File: src/rtl/galaksija_reset_seq.sv
`timescale 1ns/1ps
// -----------------------------------------------------------------------------
// galaksija_reset_seq
//
// Power-on / user reset sequencer for the Galaksija core running on the pixel
// clock. The core is released from reset only after the PLL has been stably
// locked and a fixed hold period has elapsed. A debounced user button re-runs
// the hold period, and losing PLL lock returns the sequencer to lock-waiting.
// The VGA output stage is enabled at the first vertical sync after the core
// starts running, so the display never starts mid-frame.
//
// Parameters:
//   LOCK_STABLE     - consecutive synchronized-lock cycles needed to leave
//                     WAIT_LOCK (>= 1)
//   HOLD_CYCLES     - number of clocks the core reset is held in HOLD (>= 1)
//   DEBOUNCE_CYCLES - button stability window in clocks (>= 1)
//   LED_DIV         - LED half-period in clocks, blink builds only (>= 1)
//
// Ports:
//   clk_i        in   pixel clock, all logic on its rising edge
//   rstn_i       in   asynchronous active-low reset
//   pll_locked_i in   PLL lock, asynchronous to clk_i
//   btn_n_i      in   raw user reset button, asynchronous, 0 = pressed
//   vsync_i      in   vertical sync from the core, active-high
//   reset_n_o    out  core reset, 0 = core held in reset
//   video_en_o   out  enable for the VGA output register stage
//   led_o        out  status LED
//   state_o      out  current state (00 WAIT_LOCK, 01 HOLD, 10 RUN)
//
// Build option:
//   GALAKSIJA_RESET_SEQ_LED_BLINK_EN - when defined, led_o blinks with period
//   2*LED_DIV in WAIT_LOCK, is 0 in HOLD and 1 in RUN. When undefined, led_o
//   simply mirrors reset_n_o and no blink counter exists.
// -----------------------------------------------------------------------------
module galaksija_reset_seq #(
    parameter int LOCK_STABLE     = 1024,
    parameter int HOLD_CYCLES     = 65536,
    parameter int DEBOUNCE_CYCLES = 250000,
    parameter int LED_DIV         = 6250000
) (
    input  logic       clk_i,
    input  logic       rstn_i,
    input  logic       pll_locked_i,
    input  logic       btn_n_i,
    input  logic       vsync_i,
    output logic       reset_n_o,
    output logic       video_en_o,
    output logic       led_o,
    output logic [1:0] state_o
);

    // Parameter range checks, evaluated at elaboration time.
    if (LOCK_STABLE < 1) begin : g_bad_lock_stable
        $error("LOCK_STABLE must be at least 1");
    end
    if (HOLD_CYCLES < 1) begin : g_bad_hold_cycles
        $error("HOLD_CYCLES must be at least 1");
    end
    if (DEBOUNCE_CYCLES < 1) begin : g_bad_debounce_cycles
        $error("DEBOUNCE_CYCLES must be at least 1");
    end
    if (LED_DIV < 1) begin : g_bad_led_div
        $error("LED_DIV must be at least 1");
    end

    localparam int LOCK_W = $clog2(LOCK_STABLE + 1);
    localparam int HOLD_W = $clog2(HOLD_CYCLES + 1);
    localparam int DEB_W  = $clog2(DEBOUNCE_CYCLES + 1);

    // Counters stop at "last" and act on it, so they never exceed param-1.
    localparam logic [LOCK_W-1:0] LOCK_LAST = LOCK_W'(LOCK_STABLE - 1);
    localparam logic [HOLD_W-1:0] HOLD_LAST = HOLD_W'(HOLD_CYCLES - 1);
    localparam logic [DEB_W-1:0]  DEB_LAST  = DEB_W'(DEBOUNCE_CYCLES - 1);

    typedef enum logic [1:0] {
        ST_WAIT_LOCK = 2'b00,
        ST_HOLD      = 2'b01,
        ST_RUN       = 2'b10,
        ST_ILLEGAL   = 2'b11
    } state_t;

    logic [1:0]        lock_sync_r;
    logic [1:0]        btn_sync_r;
    logic              locked_s;
    logic              btn_s;

    logic              btn_d_r;
    logic              btn_d_dly_r;
    logic [DEB_W-1:0]  deb_cnt_r;
    logic              press_s;

    state_t            state_r;
    state_t            state_nxt_s;
    logic [LOCK_W-1:0] lock_cnt_r;
    logic [LOCK_W-1:0] lock_cnt_nxt_s;
    logic [HOLD_W-1:0] hold_cnt_r;
    logic [HOLD_W-1:0] hold_cnt_nxt_s;

    logic              vsync_q_r;
    logic              video_nxt_s;
    logic              reset_n_r;
    logic              video_en_r;

    // Two-flop synchronizers; the button idles released (1).
    always_ff @(posedge clk_i or negedge rstn_i) begin
        if (!rstn_i) begin
            lock_sync_r <= 2'b00;
            btn_sync_r  <= 2'b11;
        end else begin
            lock_sync_r <= {lock_sync_r[0], pll_locked_i};
            btn_sync_r  <= {btn_sync_r[0], btn_n_i};
        end
    end

    assign locked_s = lock_sync_r[1];
    assign btn_s    = btn_sync_r[1];

    // Debouncer: btn_d follows btn_s only after a full window of disagreement.
    always_ff @(posedge clk_i or negedge rstn_i) begin
        if (!rstn_i) begin
            btn_d_r     <= 1'b1;
            btn_d_dly_r <= 1'b1;
            deb_cnt_r   <= '0;
        end else begin
            btn_d_dly_r <= btn_d_r;
            if (btn_s == btn_d_r) begin
                deb_cnt_r <= '0;
            end else if (deb_cnt_r >= DEB_LAST) begin
                btn_d_r   <= btn_s;
                deb_cnt_r <= '0;
            end else begin
                deb_cnt_r <= deb_cnt_r + DEB_W'(1);
            end
        end
    end

    // One-cycle press pulse on the debounced 1->0 transition.
    assign press_s = btn_d_dly_r & ~btn_d_r;

    // Next-state logic; counters default to 0 so any state change clears them.
    always_comb begin
        state_nxt_s    = state_r;
        lock_cnt_nxt_s = '0;
        hold_cnt_nxt_s = '0;
        case (state_r)
            ST_WAIT_LOCK: begin
                if (!locked_s) begin
                    lock_cnt_nxt_s = '0;
                end else if (lock_cnt_r >= LOCK_LAST) begin
                    state_nxt_s = ST_HOLD;
                end else begin
                    lock_cnt_nxt_s = lock_cnt_r + LOCK_W'(1);
                end
            end
            ST_HOLD: begin
                if (!locked_s) begin
                    state_nxt_s = ST_WAIT_LOCK;
                end else if (press_s) begin
                    hold_cnt_nxt_s = '0;
                end else if (hold_cnt_r >= HOLD_LAST) begin
                    state_nxt_s = ST_RUN;
                end else begin
                    hold_cnt_nxt_s = hold_cnt_r + HOLD_W'(1);
                end
            end
            ST_RUN: begin
                // Lock loss has priority over a simultaneous press.
                if (!locked_s) begin
                    state_nxt_s = ST_WAIT_LOCK;
                end else if (press_s) begin
                    state_nxt_s = ST_HOLD;
                end else begin
                    state_nxt_s = ST_RUN;
                end
            end
            default: begin
                state_nxt_s = ST_WAIT_LOCK;
            end
        endcase
    end

    // Video is armed by a vsync rising edge seen in RUN and held until RUN ends.
    always_comb begin
        video_nxt_s = 1'b0;
        if (state_nxt_s == ST_RUN) begin
            video_nxt_s = video_en_r | ((state_r == ST_RUN) & vsync_i & ~vsync_q_r);
        end else begin
            video_nxt_s = 1'b0;
        end
    end

    // State, counters and registered outputs.
    always_ff @(posedge clk_i or negedge rstn_i) begin
        if (!rstn_i) begin
            state_r    <= ST_WAIT_LOCK;
            lock_cnt_r <= '0;
            hold_cnt_r <= '0;
            vsync_q_r  <= 1'b0;
            reset_n_r  <= 1'b0;
            video_en_r <= 1'b0;
        end else begin
            state_r    <= state_nxt_s;
            lock_cnt_r <= lock_cnt_nxt_s;
            hold_cnt_r <= hold_cnt_nxt_s;
            vsync_q_r  <= vsync_i;
            // Derived from next state so reset_n_o lines up with state_o.
            reset_n_r  <= (state_nxt_s == ST_RUN);
            video_en_r <= video_nxt_s;
        end
    end

    assign state_o    = state_r;
    assign reset_n_o  = reset_n_r;
    assign video_en_o = video_en_r;

`ifdef GALAKSIJA_RESET_SEQ_LED_BLINK_EN
    localparam int LED_W = $clog2(LED_DIV + 1);
    localparam logic [LED_W-1:0] LED_LAST = LED_W'(LED_DIV - 1);

    logic [LED_W-1:0] blink_cnt_r;
    logic [LED_W-1:0] blink_cnt_nxt_s;
    logic             led_r;
    logic             led_nxt_s;

    // LED pattern: blink while waiting for lock, off in HOLD, on in RUN.
    always_comb begin
        blink_cnt_nxt_s = '0;
        led_nxt_s       = 1'b0;
        case (state_nxt_s)
            ST_WAIT_LOCK: begin
                if (state_r != ST_WAIT_LOCK) begin
                    blink_cnt_nxt_s = '0;
                    led_nxt_s       = 1'b0;
                end else if (blink_cnt_r >= LED_LAST) begin
                    blink_cnt_nxt_s = '0;
                    led_nxt_s       = ~led_r;
                end else begin
                    blink_cnt_nxt_s = blink_cnt_r + LED_W'(1);
                    led_nxt_s       = led_r;
                end
            end
            ST_HOLD: begin
                led_nxt_s = 1'b0;
            end
            ST_RUN: begin
                led_nxt_s = 1'b1;
            end
            default: begin
                led_nxt_s = 1'b0;
            end
        endcase
    end

    // Blink counter and LED register.
    always_ff @(posedge clk_i or negedge rstn_i) begin
        if (!rstn_i) begin
            blink_cnt_r <= '0;
            led_r       <= 1'b0;
        end else begin
            blink_cnt_r <= blink_cnt_nxt_s;
            led_r       <= led_nxt_s;
        end
    end

    assign led_o = led_r;
`else
    assign led_o = reset_n_r;
`endif

endmodule

File: config.mk
export PLATFORM = sky130hd
export DESIGN_NAME = galaksija_reset_seq
export DESIGN_NICKNAME = d
export VERILOG_FILES = /design/src/rtl/galaksija_reset_seq.sv
export SDC_FILE = /design/constraint.sdc
export NUM_CORES = 1
export LEC_CHECK = 0
export CAP_MARGIN = 40
export CORE_MARGIN = 2
export CORE_UTILIZATION = 50
export DETAILED_ROUTE_END_ITERATION = 6
export PLACE_DENSITY = 0.67
export SLEW_MARGIN = 20
export SYNTH_ARGS = -nofsm -noshare
export SYNTH_HDL_FRONTEND = slang
export SYNTH_SLANG_ARGS = --single-unit
File: constraint.sdc
create_clock -name clk_i -period 2.1 [get_ports clk_i]
set_input_delay 0.525 -clock clk_i [delete_from_list [all_inputs] [get_ports clk_i]]
set_output_delay 0.525 -clock clk_i [all_outputs]
set_load 0.01 [all_outputs]
# [Yosys cells after proc, flatten, opt, wreduce, memory -nomap -nowiden]
# Cells that the tools add are included.
[classes] add_sub_neg=3 n_lt_le_gt_ge=3 eq_ne=4 muxes=18 n_bitwise=7 reduce_logical=2
[ops] op="$mux 17" n=4
[ops] op="$mux 18" n=2
[ops] op="$mux 11" n=3
[ops] op="$add 18x1->18 const B" n=1
[ops] op="$ge 18x18->1 const B" n=1
[ops] op="$add 17x1->17 const B" n=1
[ops] op="$ge 17x16->1 const B" n=1
[ops] op="$mux 2" n=7
[ops] op="$add 11x1->11 const B" n=1
[ops] op="$ge 11x10->1 const B" n=1
[ops] op="$pmux 2 s3" n=1
[ops] op="$eq 2x2->1 const B" n=2
[ops] op="$and 1x1->1" n=3
[ops] op="$not 1->1" n=3
[ops] op="$eq 2x1->1 const B" n=1
[ops] op="$logic_not 2->1" n=1
[ops] op="$reduce_and 2->1" n=1
[ops] op="$eq 1x1->1" n=1
[ops] op="$mux 1" n=1
[ops] op="$or 1x1->1" n=1
[totals] ff_bits=57 inputBits=5 out_inout_bits=5 wordCells=48

# [Depth between registers and ports, before layout]
[logic_depth] depth_word=7 mapped_depth=10 depth_no_buf=8

# [Worst setup path before layout]
# No wires, ideal clock.
[synth_timing] path_kind="flip-flop to flip-flop" startpoint="reg hold_cnt_r[0]" endpoint="reg hold_cnt_r[10]" setup_ns=0.071 arrival_ns=1.835 required_ns=2.029 path_slack_ns=0.193 stages_incl_launch_ff=10 path_buffers=1 period_less_slack_ns=1.907 cell_sequence="dfrtp_1 > ha_1 > nand3_1 > nor3_1 > ha_1 > nor2_1 > nand4_1 > o21bai_2 > buf_2 > nor2_1"
[synth_between] elab_chain_len=5 elab_cells_between_ends=6 cone_classes="1 x add/sub; 1 x order compare; 4 x mux"
[synth_lines] element="start, declared" line_no="96" text="logic [HOLD_W-1:0] hold_cnt_r;"
[synth_lines] element="start signal, assigned" line_no="204" text="hold_cnt_r <= hold_cnt_nxt_s;"
[synth_lines] element="$add 17x1->17 / $ge 17x16->1 (equally long branches)" line_no="163, 160"
[synth_lines] element="$mux 17 *" line_no="160" text="end else if (hold_cnt_r >= HOLD_LAST) begin"
[synth_lines] element="$mux 17 *" line_no="158" text="end else if (press_s) begin"
[synth_lines] element="$mux 17 *" line_no="156" text="if (!locked_s) begin"
[synth_lines] element="$mux 17 *" line_no="145" text="case (state_r)"
[synth_lines] element="net hold_cnt_nxt_s[10]" line_no="97" text="logic [HOLD_W-1:0] hold_cnt_nxt_s;"
# The timed path passes the listed nets; every way through them passes the cells marked *.
# A chain may end at the register's enable or synchronous reset.

# [Worst setup path after layout]
[layout_timing] startpoint="reg hold_cnt_r[11]" endpoint="reg hold_cnt_r[8]"
[layout_between] elab_chain_len=5
[layout_lines] element="$ge 17x16->1" line_no="160"
[layout_lines] element="$mux 17" line_no="160"
[layout_lines] element="$mux 17" line_no="158"
[layout_lines] element="$mux 17" line_no="156"
[layout_lines] element="$mux 17" line_no="145"
[layout_lines] element="net hold_cnt_nxt_s[8]" line_no="97"
# The timed path passes the listed nets, and every way through them passes these cells.

==> metrics.txt <==
status finished, final reports clean; FF-to-FF path depth 8; Max Cap Viol 0; initial antenna violation count 0; largest net degree at the start of global routing 58; CP max stage cell dfrtp_1; hold_buf cts 0; count of pins over their slew limit 0; fin cells 347; dpl cells between 300 and 400; die area slightly below 0.006 sq mm; I/O Pins 10; Synth top area share 49.4%; Nets 281; layout cells sized above 1 ~14%; WP data arrival between 2 and 2.5 ns; wire per inst roughly 13 um; Post-synth EDFFs 0; top cells by area, synth dfrtp_1 (49%), nor2_1 (7.0%), xnor2_1 (5.6%); most used flip-flop cell after synthesis dfrtp_1; final worst-path cycle share 90.9%; library cells used by synthesis 46; Pwr Total 2.21 mW; crit path time final approximately 1.9 ns; DRT Wirelength 4600 um; CTS HTree Levels 3; most common cell after layout, fill and taps aside dfrtp_1; antenna fix cells 0; DIE HEIGHT just under 80 um; vias in the first global route around 1.8k; setup TNS 0 ns; GP Congestion just under 0.8; die width 77.2 um; Clk Latency, worst-skew pair 0.34 ns; Worst-path clk slew 0.06 ns; Synth Area per Inst 10.6 sq um; Crit Path Max Fanout 13; post-CTS setup buffer count 0; endpoints failing hold 0; DR vias 1798; root buffer cell clkbuf_8; HP Class input pin to asynchronous set/reset pin; DRC 0; CP cell instances and4_1 > nand4_1 > nor3_1 > ha_1 > nor2_1 > nand4_1 > o21bai_4 > nor2_1; Crit. End Element flop; most frequent cells in the layout dfrtp_1 (53), nor2_1 (50), nand3_1 (21); # rows 26; HPWL Detailed 3060 um; Core ar. ~0.005 sq mm; Post-Syn Area about 0.0027 sq mm; power per standard cell area 723 mW/mm^2; Worst EP required 2.36 ns; Synth Register Bits 57; CP startpoint kind flop; Hold WS 0.176 ns; Tot GR Track Use approximately 18%; Buf+Inv Stages, Crit Path 0; cell family contributing the most delay on the critical path simple AND/OR/NAND/NOR gates; clk buf depth 2; drt initial violations between 90 and 100; Max IR drop VDD 0.000425 V; CTS Sinks 57; Initial Util 52.2%; total gr overflow 0; Area Growth Syn to Fin 13.9%; Synth async-reset ratio 100%; CTS Buf Count 9; RSZ-0062 raised after global routing false; CTS tree yes; net count after synthesis roughly 260; CP max stage delay 0.42 ns; first-pass GRT wire length 8200 um; largest area contributor in the netlist dfrtp_1; fmax 524 MHz; IO buf count 9; Syn Inst Count 253; 1st-pass router iterations 4; instance count on the critical path 8; # setup viols final 0; yosys warns 0; WS Path Type flop to flop; post-CTS sizing 0; worst clock skew ~0.0069 ns; Leak 1.31 nW; antenna-violating nets left 0; sequential fraction of the synthesis area between 50% and 60%; Via-to-Cell Ratio approximately 5.2
logic make-up (layout without fill, tap and decap cells):
group	count (synthesis)	count (layout)	share of synthesized area, %
adder cells (fa/ha/maj)	4	4	1.87
other	1	1	0.140
XOR/XNOR	34	34	11.1
buffers and inverters	11	35	2.29
flip-flops	57	57	53.4
multiplexers	1	1	0.420
AO/OA/AOI/OAI	22	22	5.64
AND/OR/NAND/NOR	123	123	25.2
stage by stage:
step	setup WS [ns]	instance area, sq um	utilization (%)
CTS	0.157	3050	59.3
detailed placement	0.177	2860	55.6
floorplan	0.193	2680	-
global placement	0.252	2860	55.6
finish	0.191	3060	59.4
global route	0.0354	3060	59.4
sequential cells by signal, summed over array words and instances, names as in the netlist:
register and cells:
deb_cnt_r 18, hold_cnt_r 17, lock_cnt_r 11, btn_sync_r 2, lock_sync_r 2, state_o 2, btn_d_dly_r 1, btn_d_r 1
led_o 1, video_en_o 1, vsync_q_r 1
metal layers:
layer / vias to the layer above / part of all wire, % / GRT usage [%]
li1: 904 / - / -
met1: 864 / 51 / 22.5
met2: 18 / 43 / 27.0
met3: 12 / 3.0 / 5.41
met4: 0 / 2.9 / 10.7
met5: - / 0 / 0
report_power, final:
group | internal (mW) | switching [mW] | total, mW
Combinational | 0.0324 | 0.0534 | 0.0858
Clock | 0.577 | 0.415 | 0.993
Sequential | 1.12 | 0.0152 | 1.13
Total | 1.73 | 0.484 | 2.21
final timing paths:
kind | startpoint | endpoint | slack (ns)
setup / recovery | hold_cnt_r[11] | hold_cnt_r[8] | 0.19
hold / removal | rstn_i | hold_cnt_r[14] | 0.18
setup reg to reg | hold_cnt_r[11] | hold_cnt_r[8] | 0.19
hold reg to reg | btn_sync_r[0] | btn_sync_r[1] | 0.36
max in group asynchronous | rstn_i | btn_sync_r[0] | 1.63
min in group clk_i | btn_sync_r[0] | btn_sync_r[1] | 0.36
cell type report:
| type | instances | area (sq um) |
|---|---|---|
| timing repair buffer | 13 | 128 |
| clock buffer | 13 | 149 |
| sequential | 57 | 1430 |
| tap | 70 | 87.6 |
| inverter | 6 | 22.5 |
| fill | 441 | 2080 |
| multi-input combinational | 185 | 1200 |
| clock inverter | 3 | 40.0 |
synthesized netlist by cell type, drive strengths merged, types with 4 or more instances:
library cell / instances
dfrtp: 53
nor2: 51
nand3: 23
xnor2: 17
xor2: 17
nand2: 12
and3: 11
a21oi: 7
inv: 6
nand4: 6
buf: 5
nor4: 5
o21ai: 5
and4: 4
dfstp: 4
ha: 4
Note: power is estimated with default switching activity, not from simulation.
